File: src/rtl/muxn_pipe.sv
// N-input registered selector with valid/ready handshakes on every channel.
// Direct mode grants channel sel; round-robin mode grants the first valid channel at or after rr_ptr.
module muxn_pipe #(
   parameter  int WIDTH = 32,
   parameter  int N     = 4,
   localparam int SELW  = $clog2(N)
) (
   input  logic                 clk,
   input  logic                 reset,
   input  logic                 mode,
   input  logic [SELW-1:0]      sel,
   input  logic                 flush,
   input  logic [N*WIDTH-1:0]   in_data,
   input  logic [N-1:0]         in_valid,
   output logic [N-1:0]         in_ready,
   output logic [WIDTH-1:0]     out_data,
   output logic [SELW-1:0]      out_src,
   output logic                 out_valid,
   input  logic                 out_ready
);

   logic [WIDTH-1:0] r_out_data;
   logic [SELW-1:0]  r_out_src;
   logic             r_out_valid;
   logic [SELW-1:0]  r_rr_ptr;

   logic             w_load_en;
   logic             w_cand_found;
   logic [SELW-1:0]  w_cand;
   logic [WIDTH-1:0] w_sel_data;
   logic [WIDTH-1:0] w_ch_data [N];

   genvar gi;
   generate
      for (gi = 0; gi < N; gi++) begin : g_unpack
         assign w_ch_data[gi] = in_data[gi*WIDTH +: WIDTH];
      end
   endgenerate

   // Flush wins over everything; otherwise accept when the output slot is free or draining.
   assign w_load_en = !flush && (!r_out_valid || out_ready);

   always_comb begin
      int w_idx;
      w_idx        = 0;
      w_cand_found = 1'b0;
      w_cand       = '0;
      if (!mode) begin
         // sel values at or beyond N match no channel and so never grant.
         for (int i = 0; i < N; i++) begin
            if (int'(sel) == i && in_valid[i]) begin
               w_cand_found = 1'b1;
               w_cand       = SELW'(i);
            end
         end
      end else begin
         for (int k = 0; k < N; k++) begin
            w_idx = int'(r_rr_ptr) + k;
            if (w_idx >= N) w_idx = w_idx - N;
            for (int j = 0; j < N; j++) begin
               if (j == w_idx && in_valid[j] && !w_cand_found) begin
                  w_cand_found = 1'b1;
                  w_cand       = SELW'(j);
               end
            end
         end
      end
   end

   always_comb begin
      in_ready = '0;
      if (!reset && w_load_en && w_cand_found) begin
         for (int i = 0; i < N; i++) begin
            if (int'(w_cand) == i) in_ready[i] = 1'b1;
         end
      end
   end

   assign w_sel_data = w_ch_data[w_cand];

   always_ff @(posedge clk or posedge reset) begin
      if (reset) begin
         r_out_data  <= '0;
         r_out_src   <= '0;
         r_out_valid <= 1'b0;
         r_rr_ptr    <= '0;
      end else if (flush) begin
         r_out_valid <= 1'b0;
      end else if (w_load_en) begin
         if (w_cand_found) begin
            r_out_data  <= w_sel_data;
            r_out_src   <= w_cand;
            r_out_valid <= 1'b1;
            if (mode) begin
               r_rr_ptr <= (int'(w_cand) == N-1) ? '0 : w_cand + 1'b1;
            end
         end else begin
            r_out_valid <= 1'b0;
         end
      end
   end

   assign out_data  = r_out_data;
   assign out_src   = r_out_src;
   assign out_valid = r_out_valid;

endmodule

File: config.mk
export PLATFORM = sky130hd
export DESIGN_NAME = muxn_pipe
export DESIGN_NICKNAME = d
export VERILOG_FILES = /design/src/rtl/muxn_pipe.sv
export SDC_FILE = /design/constraint.sdc
export NUM_CORES = 1
export LEC_CHECK = 0
export CORE_ASPECT_RATIO = 1.25
export CORE_MARGIN = 3
export CORE_UTILIZATION = 33
export DETAILED_ROUTE_END_ITERATION = 10
export PLACE_DENSITY = 0.83
export SYNTH_ARGS = -nofsm -noshare
export SYNTH_HDL_FRONTEND = slang
export SYNTH_SLANG_ARGS = --single-unit
File: constraint.sdc
create_clock -name clk -period 1.9 [get_ports clk]
set_input_delay 0.285 -clock clk [delete_from_list [all_inputs] [get_ports clk]]
set_output_delay 0.285 -clock clk [all_outputs]
set_load 0.01 [all_outputs]
==> key figures <==
Synth
  • Adder-cell share of the synthesized area: 1.853%
  • Synthesized area per cell: 11.74 µm²
  • Yosys Warn Count: 0
  • Synth Area in Compound Gates: 20.61%
  • Asr flop ratio synth: 100.0%
  • Syn_nets: 373
  • Post-Syn Instances: 230
  • Top FF cell, synth: dfrtp_1
  • Seq/Total Area, Yosys: 34.28%
  • Largest family of logic cells by synthesized area: multiplexers
  • Mux contribution to synthesized area: 26.03%
  • Post-synth EDFFs: 0
  • Cell Area, Synth: 0.002701 mm²
  • Synth Area in Simple Gates: 10.00%
  • Count of different cell masters after synthesis: 32
  • Seq cells post-synth: 37
  • Post-Synth XOR/XNOR Area: 0%

Worst setup path
  • R2R depth: 9
  • Crit. End Element: primary output
  • Critical path class: reg -> out
  • CP arrival: 1.94 ns
  • Worst endpoint required time: 1.62 ns
  • Worst setup SP type: flop
  • CP max FO: 4

STA
  • Final Hold Vio Count: 0
  • Least-Margin Pin Slew: 0.4899 ns
  • Final WS setup: -0.3233 ns
  • Final worst clock skew: 0.009019 ns
  • Crit share post-route: 117.0%
  • Max-slew headroom: 67.34%
  • Peak Freq: 449.8 MHz
  • Min cycle time layout: 2.223 ns
  • RSZ-0062 raised after global routing: true
  • Max Slew Vio Count: 0
  • Final setup vio count: 36
  • Post-Route Setup TNS: -5.717 ns

Job
  • Max Cap Violations: 0

Clocking
  • Worst-Skew Late Latency: 0.29 ns
  • TritonCTS Buffers: 5
  • TritonCTS clock tree: done
  • H-tree depth: 2
  • Root buffer cell: clkbuf_8
  • Hold-fix buffers, CTS: 0
  • Clk buf depth: 2
  • CTS sink cnt: 37
  • Clock slew at reported path FFs: 0.08 ns

Placement
  • Pre-CTS WS: -0.8491 ns
  • HPWL after detailed placement: 6897 µm
  • Placed cell areas: 0.004669 mm²
  • RePlAce Congestion: 0.7345
  • I/O Buffers: 177

Finish
  • Area grow syn2layout: 121.1%
  • Diode count: 0
  • Final Util: 75.78%
  • Share of post-route cells with drive strength above 1: 37.47%
  • Fin nets: 585
  • Fin area: 0.005973 mm²
  • Fillers: 480
  • Area of the multi-input gates: 0.002250 mm²
  • FF+latch area: 925.9 µm²

Route
  • Final wirelength: 11670 µm
  • Drt pass-1 iters: 5
  • Post-route antenna net violation count: 0
  • Initial DRC Count: 81
  • DR DRC count: 0
  • Via Count: 2889
  • Routed len/inst: 21.69 µm
  • Vias per inst: 5.370

Global route
  • Initial antenna violation count: 0
  • Via count of the first global-routing pass: 2999
  • GRT Total Usage: 23.25%
  • First-pass GRT wire length: 16530 µm
  • Grt total ovfl: 0
  • Largest net degree at the start of global routing: 38

Floorplanning
  • IO Pins: 178
  • Core Area: 0.007883 mm²
  • Initial core utilization: 34.27%
  • Die X: 86.93 µm
  • Die Height: 107.2 µm
  • Total die area: 0.009314 mm²
  • Std cell rows: 36

Worst hold path
  • Hold Crit Class: in -> async

Pwr
  • Leakage: 2.338 nW
  • Pwr dens: 804.0 mW/mm²
  • Worst VDD drop: 0.4963 mV
  • Pwr Total: 0.004802 W

Outcome
  • Failing checks: setup timing
  • Outcome: complete, but fails checks
through the flow:
stage | cells | hold slack [ns]
final | 538 | 0.4455
after global routing | 538 | 0.5173
after CTS | 532 | 0.4476
after detailed placement | 503 | 0.4724
after global placement | 503 | 0.4687
after floorplan | 230 | 0.4578
flip-flops by register name, indices dropped and copies added, names as in the netlist:
| name | count |
|---|---|
| out_src | 2 |
| out_valid | 1 |
| out_data | 32 |
| r_rr_ptr | 2 |
worst paths after layout:
path	slack, ns	endpoint	from
max	-0.32	in_ready[3]	r_rr_ptr[1]
min	0.45	out_data[4]	reset
max reg2reg	-0.22	out_data[22]	r_rr_ptr[1]
min reg2reg	0.49	out_src[0]	out_src[0]
max in group asynchronous	1.10	r_rr_ptr[0]	reset
min in group clk	0.49	out_src[0]	out_src[0]
what timing repair did:
action,4_1_cts,5_1_grt
buffers inserted,12,5
gates cloned,11,4
endpoints found under the setup margin,38,39
resized for setup,119,49
endpoints found under the hold margin,0,0
pin swaps,19,16
cell usage in the layout (no fill, tap or decap), drive strengths merged, types with 2 or more instances in the layout:
cell type / count
clkbuf: 9
mux2i: 65
clkdlybuf4s50: 167
mux2: 2
nand2: 40
o221ai: 33
a21oi: 2
ha: 4
and2: 4
nor2: 3
buf: 45
nand3: 3
dfrtp: 37
nand2b: 3
dlygate4sd2: 5
o21ai: 3
inv: 4
clkinv: 2
synth_stat cells (all sizes together) (3+ instances only):
cell	number	area share [%]
o221ai	33	18
o21ai	3	0.56
nand3	3	0.74
nor2	3	0.42
nand2	40	6.2
mux2i	65	24
and2	4	0.93
dfrtp	37	34
buf	18	6.7
ha	4	1.9
nand2b	3	0.69
inv	4	0.56
logic make-up (layout without fill, tap and decap cells):
logic type | count (synthesis) | after routing
muxes | 68 | 68
AOI/OAI and AO/OA | 42 | 42
adders and majority gates | 4 | 4
and+or+nand+nor | 57 | 57
DFF | 37 | 37
buffers and inverters | 22 | 235
critical path, stage by stage, from the launching register on:
cell and delay (ns):
dfrtp_1 0.41, nand2b_4 0.16, and3_4 0.16, o32ai_4 0.35, buf_6 0.15, buf_6 0.09, ha_4 0.12, and2_4 0.13
buf_6 0.09
power breakdown:
group	switching, W	internal [W]
combinational	0.00121	0.00186
sequential	0.000155	0.00103
clock	0.000298	0.000253
total	0.00166	0.00314
cell type report:
class	instances	share of cell area, %
Sequential cell	37	15.50
Multi-Input combinational cell	171	37.66
Tap cell	95	1.990
Timing Repair Buffer	223	43.11
Inverter	4	0.2933
Clock inverter	3	0.2933
Clock buffer	5	1.152
per-layer routing:
| metal | track usage [%] | wire length [µm] | vias to the layer above |
|---|---|---|---|
| li1 | - | - | 1307 |
| met5 | 0 | 0 | - |
| met4 | 5.457 | 220 | 0 |
| met3 | 4.304 | 768 | 16 |
| met1 | 26.41 | 4147 | 1432 |
| met2 | 43.87 | 6533 | 134 |
(Power assumes the default switching activity.)
==> patch 1, RTL diff (same flow settings) <==
Set the parameter `N` to 8 (it was 4).
--- a/src/rtl/muxn_pipe.sv
+++ b/src/rtl/muxn_pipe.sv
@@ -3,5 +3,5 @@
 module muxn_pipe #(
    parameter  int WIDTH = 32,
-   parameter  int N     = 4,
+   parameter  int N     = 8,
    localparam int SELW  = $clog2(N)
 ) (
Ports: changed (5 resized); port bits go from 178 to 316. No check against the original RTL was run, so the function may have changed too.
==> patch 1 against the original RTL <==
- the flow still finishes with violations (setup timing)
- final cell count rose to 2.6 times the old value
- synthesized area up 95%
- wire length grew to 3.0 times the old value
- total power rose to 3.5 times the old value
- die area grew 88%
- largest power group unchanged
- cell area increased by 93%
- sequential cell count is 2 higher
- register-to-register slack lost 2.1 ns
- worst setup slack worse by 2.0 ns
==> patch 1: results <==
[run_status]
status = "complete, but fails checks"
violations = "setup timing"

[routing]
totalWireLength_um = 34400
firstDrtPassIters = 5
ant_nets = 0
vias_per_cell = 5.78
drt_first_iter_violations = 656

[layout]
inverters = 18
regArea_um2 = 980
largest_reg_flops = 32
buffers_excl_clock = 535
multi_input_gates = 593
multi_input_area_um2 = 4630
nonClkBufAreaFrac_pct = 46.9
clkCellAreaFrac_pct = 1.15
drive_gt1_share_pct = 29.4
fillerInstances = 1172
diodes = 2
nNetsFinal = 1474

[synthesis]
synth_compound_area_share_pct = 22.9
yosys.area_share.adder_pct = 2.37
synthTopCellsByCount = "nand2_1, mux2i_1, a21oi_1"
synthMuxAreaShare_pct = 21.4
yosysWarningCount = 0
synthTopCellsByArea = "mux2i_1, dfrtp_1, nand2_1"
async_reset_ff_share_pct = 100
ys.flop_type = "dfrtp_1"
synth.distinct_cells = 67
ys_seq_area_share_pct = 18.5
synthesis.nets = 990

[global_route]
antenna_found_initial = 5
grt_max_degree = 40
grt_pass1_wl_um = 46800
track_usage_pct = 34.6
grt_pass1_vias = 8008

[worst_setup_path]
critPathArrivalTime_ns = 4.41
critical_path.max_fanout = 15
reg2regPathDepth = 21

[sta]
finalWorstSetupSlack_ns = -2.34
fin_worst_skew_ns = 0.00774
fin_hold_ws_ns = 0.467
max_slew.worst_pin.slew_ns = 0.747
setup_viol = 47

[clock_network]
cts-root-buf = "clkbuf_16"
cts_buffer_depth = 2
numCtsBuffers = 5
hold_buffers = 0
cts_htree_levels = 2
insertion_delay_ns = 0.30
clkSinkCount = 39
path_clk_slew_ns = 0.07

[placement]
io_buffers = 315
routabilityCongestion = 0.978
dp_slack_ns = -2.51
dp.final_hpwl_um = 24800

[power_and_ir_drop]
ir_drop_mv = 0.675
total_leakage_power_nw = 5.05
## patch 1: cell count changes after synthesis, sizes merged, moves of 18 or more
| cell | change |
|---|---|
| o21ai | +49 |
| o22ai | +35 |
| mux2i | +39 |
| a21oi | +45 |
| clkbuf | +24 |
| buf | +18 |
| or3 | +38 |
| nand2 | +90 |
| o221ai | -32 |
## patch 1: layer usage
metal  track usage, %  part of all wire, %  vias to the layer above
li1                 -                    -                     3599
met1             43.3                   37                     3820
met2             56.4                   47                      559
met3             9.32                   10                      137
met4             14.1                  5.6                        8
met5                0                 0.14                        -
## patch 1: worst max-delay path, stage by stage, from the launching register on
cell      delay [ns]
dfrtp_2         0.43
buf_12          0.17
buf_4           0.19
mux2i_2         0.24
o32ai_2         0.13
buf_4           0.17
nor4_4          0.30
and3_1          0.27
nand3b_1        0.18
buf_6           0.18
a21oi_2         0.10
and4_4          0.24
o41ai_4         0.09
buf_4           0.16
buf_6           0.12
buf_6           0.11
buf_6           0.12
nand3b_1        0.14
buf_6           0.14
buf_12          0.13
o22ai_2         0.10
or3_1           0.38
## patch 1: what timing repair did
action / CTS / global route
setup buffers: 26 / 21
pin swaps: 24 / 16
resized for setup: 126 / 75
endpoints found under the setup margin: 47 / 47
cloned: 5 / 12
## patch 1: kinds of logic (layout without fill, tap and decap cells)
kind of cell	Yosys count	count (layout)
AO/OA/AOI/OAI	192	192
adder cells (fa/ha/maj)	10	10
buffers and inverters	78	559
flip-flops	39	39
multiplexers	110	110
other	0	2
AND/OR/NAND/NOR	279	281
## patch 1: worst paths after layout
kind / start / end / slack (ns)
setup reg to reg: r_rr_ptr[0]$_DFFE_PP0P_ / out_data[22]$_DFFE_PP0P_ / -2.34
setup / recovery: r_rr_ptr[0]$_DFFE_PP0P_ / out_data[22]$_DFFE_PP0P_ / -2.34
hold / removal: reset / r_rr_ptr[2]$_DFFE_PP0P_ / 0.47
hold reg to reg: out_src[0]$_DFFE_PP0P_ / out_src[0]$_DFFE_PP0P_ / 0.53
min in group clk: out_src[0]$_DFFE_PP0P_ / out_src[0]$_DFFE_PP0P_ / 0.53
max in group asynchronous: reset / out_data[15]$_DFFE_PP0P_ / 1.19
## patch 1: report_power, final
group	leakage, nW	internal [mW]	total, mW	switching (mW)
clock	0.0618	0.473	0.862	0.389
sequential	0.482	1.23	1.59	0.364
combinational	4.51	7.64	14.5	6.90
total	5.05	9.34	17.0	7.65
## patch 1: stage by stage
step	instance area (um^2)	cells	setup TNS, ns	total power [mW]
final	11500	1405	-102.77	17.0
after CTS	10700	1371	-97.87	14.8
after global routing	11500	1404	-107.21	17.6
after floorplan	5560	708	-89.92	7.45
after detailed placement	9860	1335	-110.38	12.3
after global placement	9860	1335	-109.10	12.3
==> patch 2, RTL diff (same settings) <==
Without the edit above. Register the input `mode` before use, without a reset. The logic sees it one clock later. The other inputs are not delayed to match.
--- a/src/rtl/muxn_pipe.sv
+++ b/src/rtl/muxn_pipe.sv
@@ -19,4 +19,10 @@
    input  logic                 out_ready
 );
+
+   logic mode_q;
+
+   always_ff @(posedge clk) begin
+      mode_q <= mode;
+   end
 
    logic [WIDTH-1:0] r_out_data;
@@ -46,5 +52,5 @@
       w_cand_found = 1'b0;
       w_cand       = '0;
-      if (!mode) begin
+      if (!mode_q) begin
          // sel values at or beyond N match no channel and so never grant.
          for (int i = 0; i < N; i++) begin
@@ -92,5 +98,5 @@
             r_out_src   <= w_cand;
             r_out_valid <= 1'b1;
-            if (mode) begin
+            if (mode_q) begin
                r_rr_ptr <= (int'(w_cand) == N-1) ? '0 : w_cand + 1'b1;
             end
Check against the original RTL: not equivalent (Yosys sat finds a counterexample within 4 cycles, from zero or initial values and one cycle with reset high).
==> patch 2 against the original RTL <==
- the flow still finishes with violations (setup timing)
- global-route usage decreased by 0.58 points
- worst setup slack lost 0.0024 ns
- total power grew 3.6%
- count of clock-buffer cells in the layout is 1 higher
- wire length is 5.9% lower
- synthesized area down 0.97%
- highest routed layer unchanged
- critical endpoint is now in_ready[1]
- cell area fell by 3.1%
- sequential cell count grew 1
==> patch 2: results <==
[run_status]
status = "complete, but fails checks"
violations = "setup timing"

[placement]
dp.final_hpwl_um = 6830
dp_cells = 505
routabilityCongestion = 0.766
dp_slack_ns = -0.776

[synthesis]
yosys.area_share.adder_pct = 1.87
synth_compound_area_share_pct = 20.4
synthesis.nets = 374
synthMuxAreaShare_pct = 26.1
async_reset_ff_share_pct = 97.4
synth_area_per_cell_um2 = 11.6
synth.distinct_cells = 33
ys_seq_area_share_pct = 35.4

[layout]
nonClkBufAreaFrac_pct = 41.5
nNetsFinal = 584
drive_gt1_share_pct = 37.3
seq_cell_count = 38
nClkBuffers = 6
seq_share_pct = 16.4
multi_input_area_share_pct = 37.3
clkCellAreaFrac_pct = 2.47
regArea_um2 = 948

[routing]
wl_met2_um = 6200
drt_first_iter_violations = 75
route.met3.wl_um = 625
vias_per_cell = 5.26
wl_per_cell_um = 20.4
num_vias = 2827

[sta]
finalWorstSetupSlack_ns = -0.326
setup_viol = 36
slew_headroom_pct = 77.7
fin_setup_tns_ns = -6.87

[power_and_ir_drop]
p_seq_mw = 1.22
pg_clk_mw = 0.861
p_int_mw = 3.36
ir_drop_mv = 0.465

[die]
coreArea_um2 = 7840

[global_route]
grt_pass1_vias = 3064
met2_usage_pct = 43.4
grt_pass1_wl_um = 16200

[worst_setup_path]
crit_slowest_cell = "dfrtp_2"
critical_path.max_fanout = 5
cpPeakStageDelay_ns = 0.46

[clock_network]
ctsResizeCount = 106
postCtsSetupBuffers = 13
-- patch 2: cell types whose count changed in the layout (fill, tap and decap cells not counted), sizes merged --
cell | unedited run | this run
buf | 45 | 46
bufbuf | 1 | 0
bufinv | 0 | 2
clkbuf | 9 | 8
clkdlybuf4s15 | 1 | 0
clkinv | 2 | 0
clkinvlp | 1 | 0
dfxtp | 0 | 1
dlygate4sd2 | 5 | 6
-- patch 2: final timing paths --
| kind | slack [ns] | end |
|---|---|---|
| setup / recovery | -0.33 | in_ready[1] |
| hold / removal | 0.43 | out_data[28]$_DFFE_PP0P_ |
| setup reg to reg | -0.21 | out_data[25]$_DFFE_PP0P_ |
| hold reg to reg | 0.49 | out_data[10]$_DFFE_PP0P_ |
| max in group asynchronous | 1.27 | r_rr_ptr[1]$_DFFE_PP0P_ |
| min in group clk | 0.45 | mode_q$_DFF_P_ |
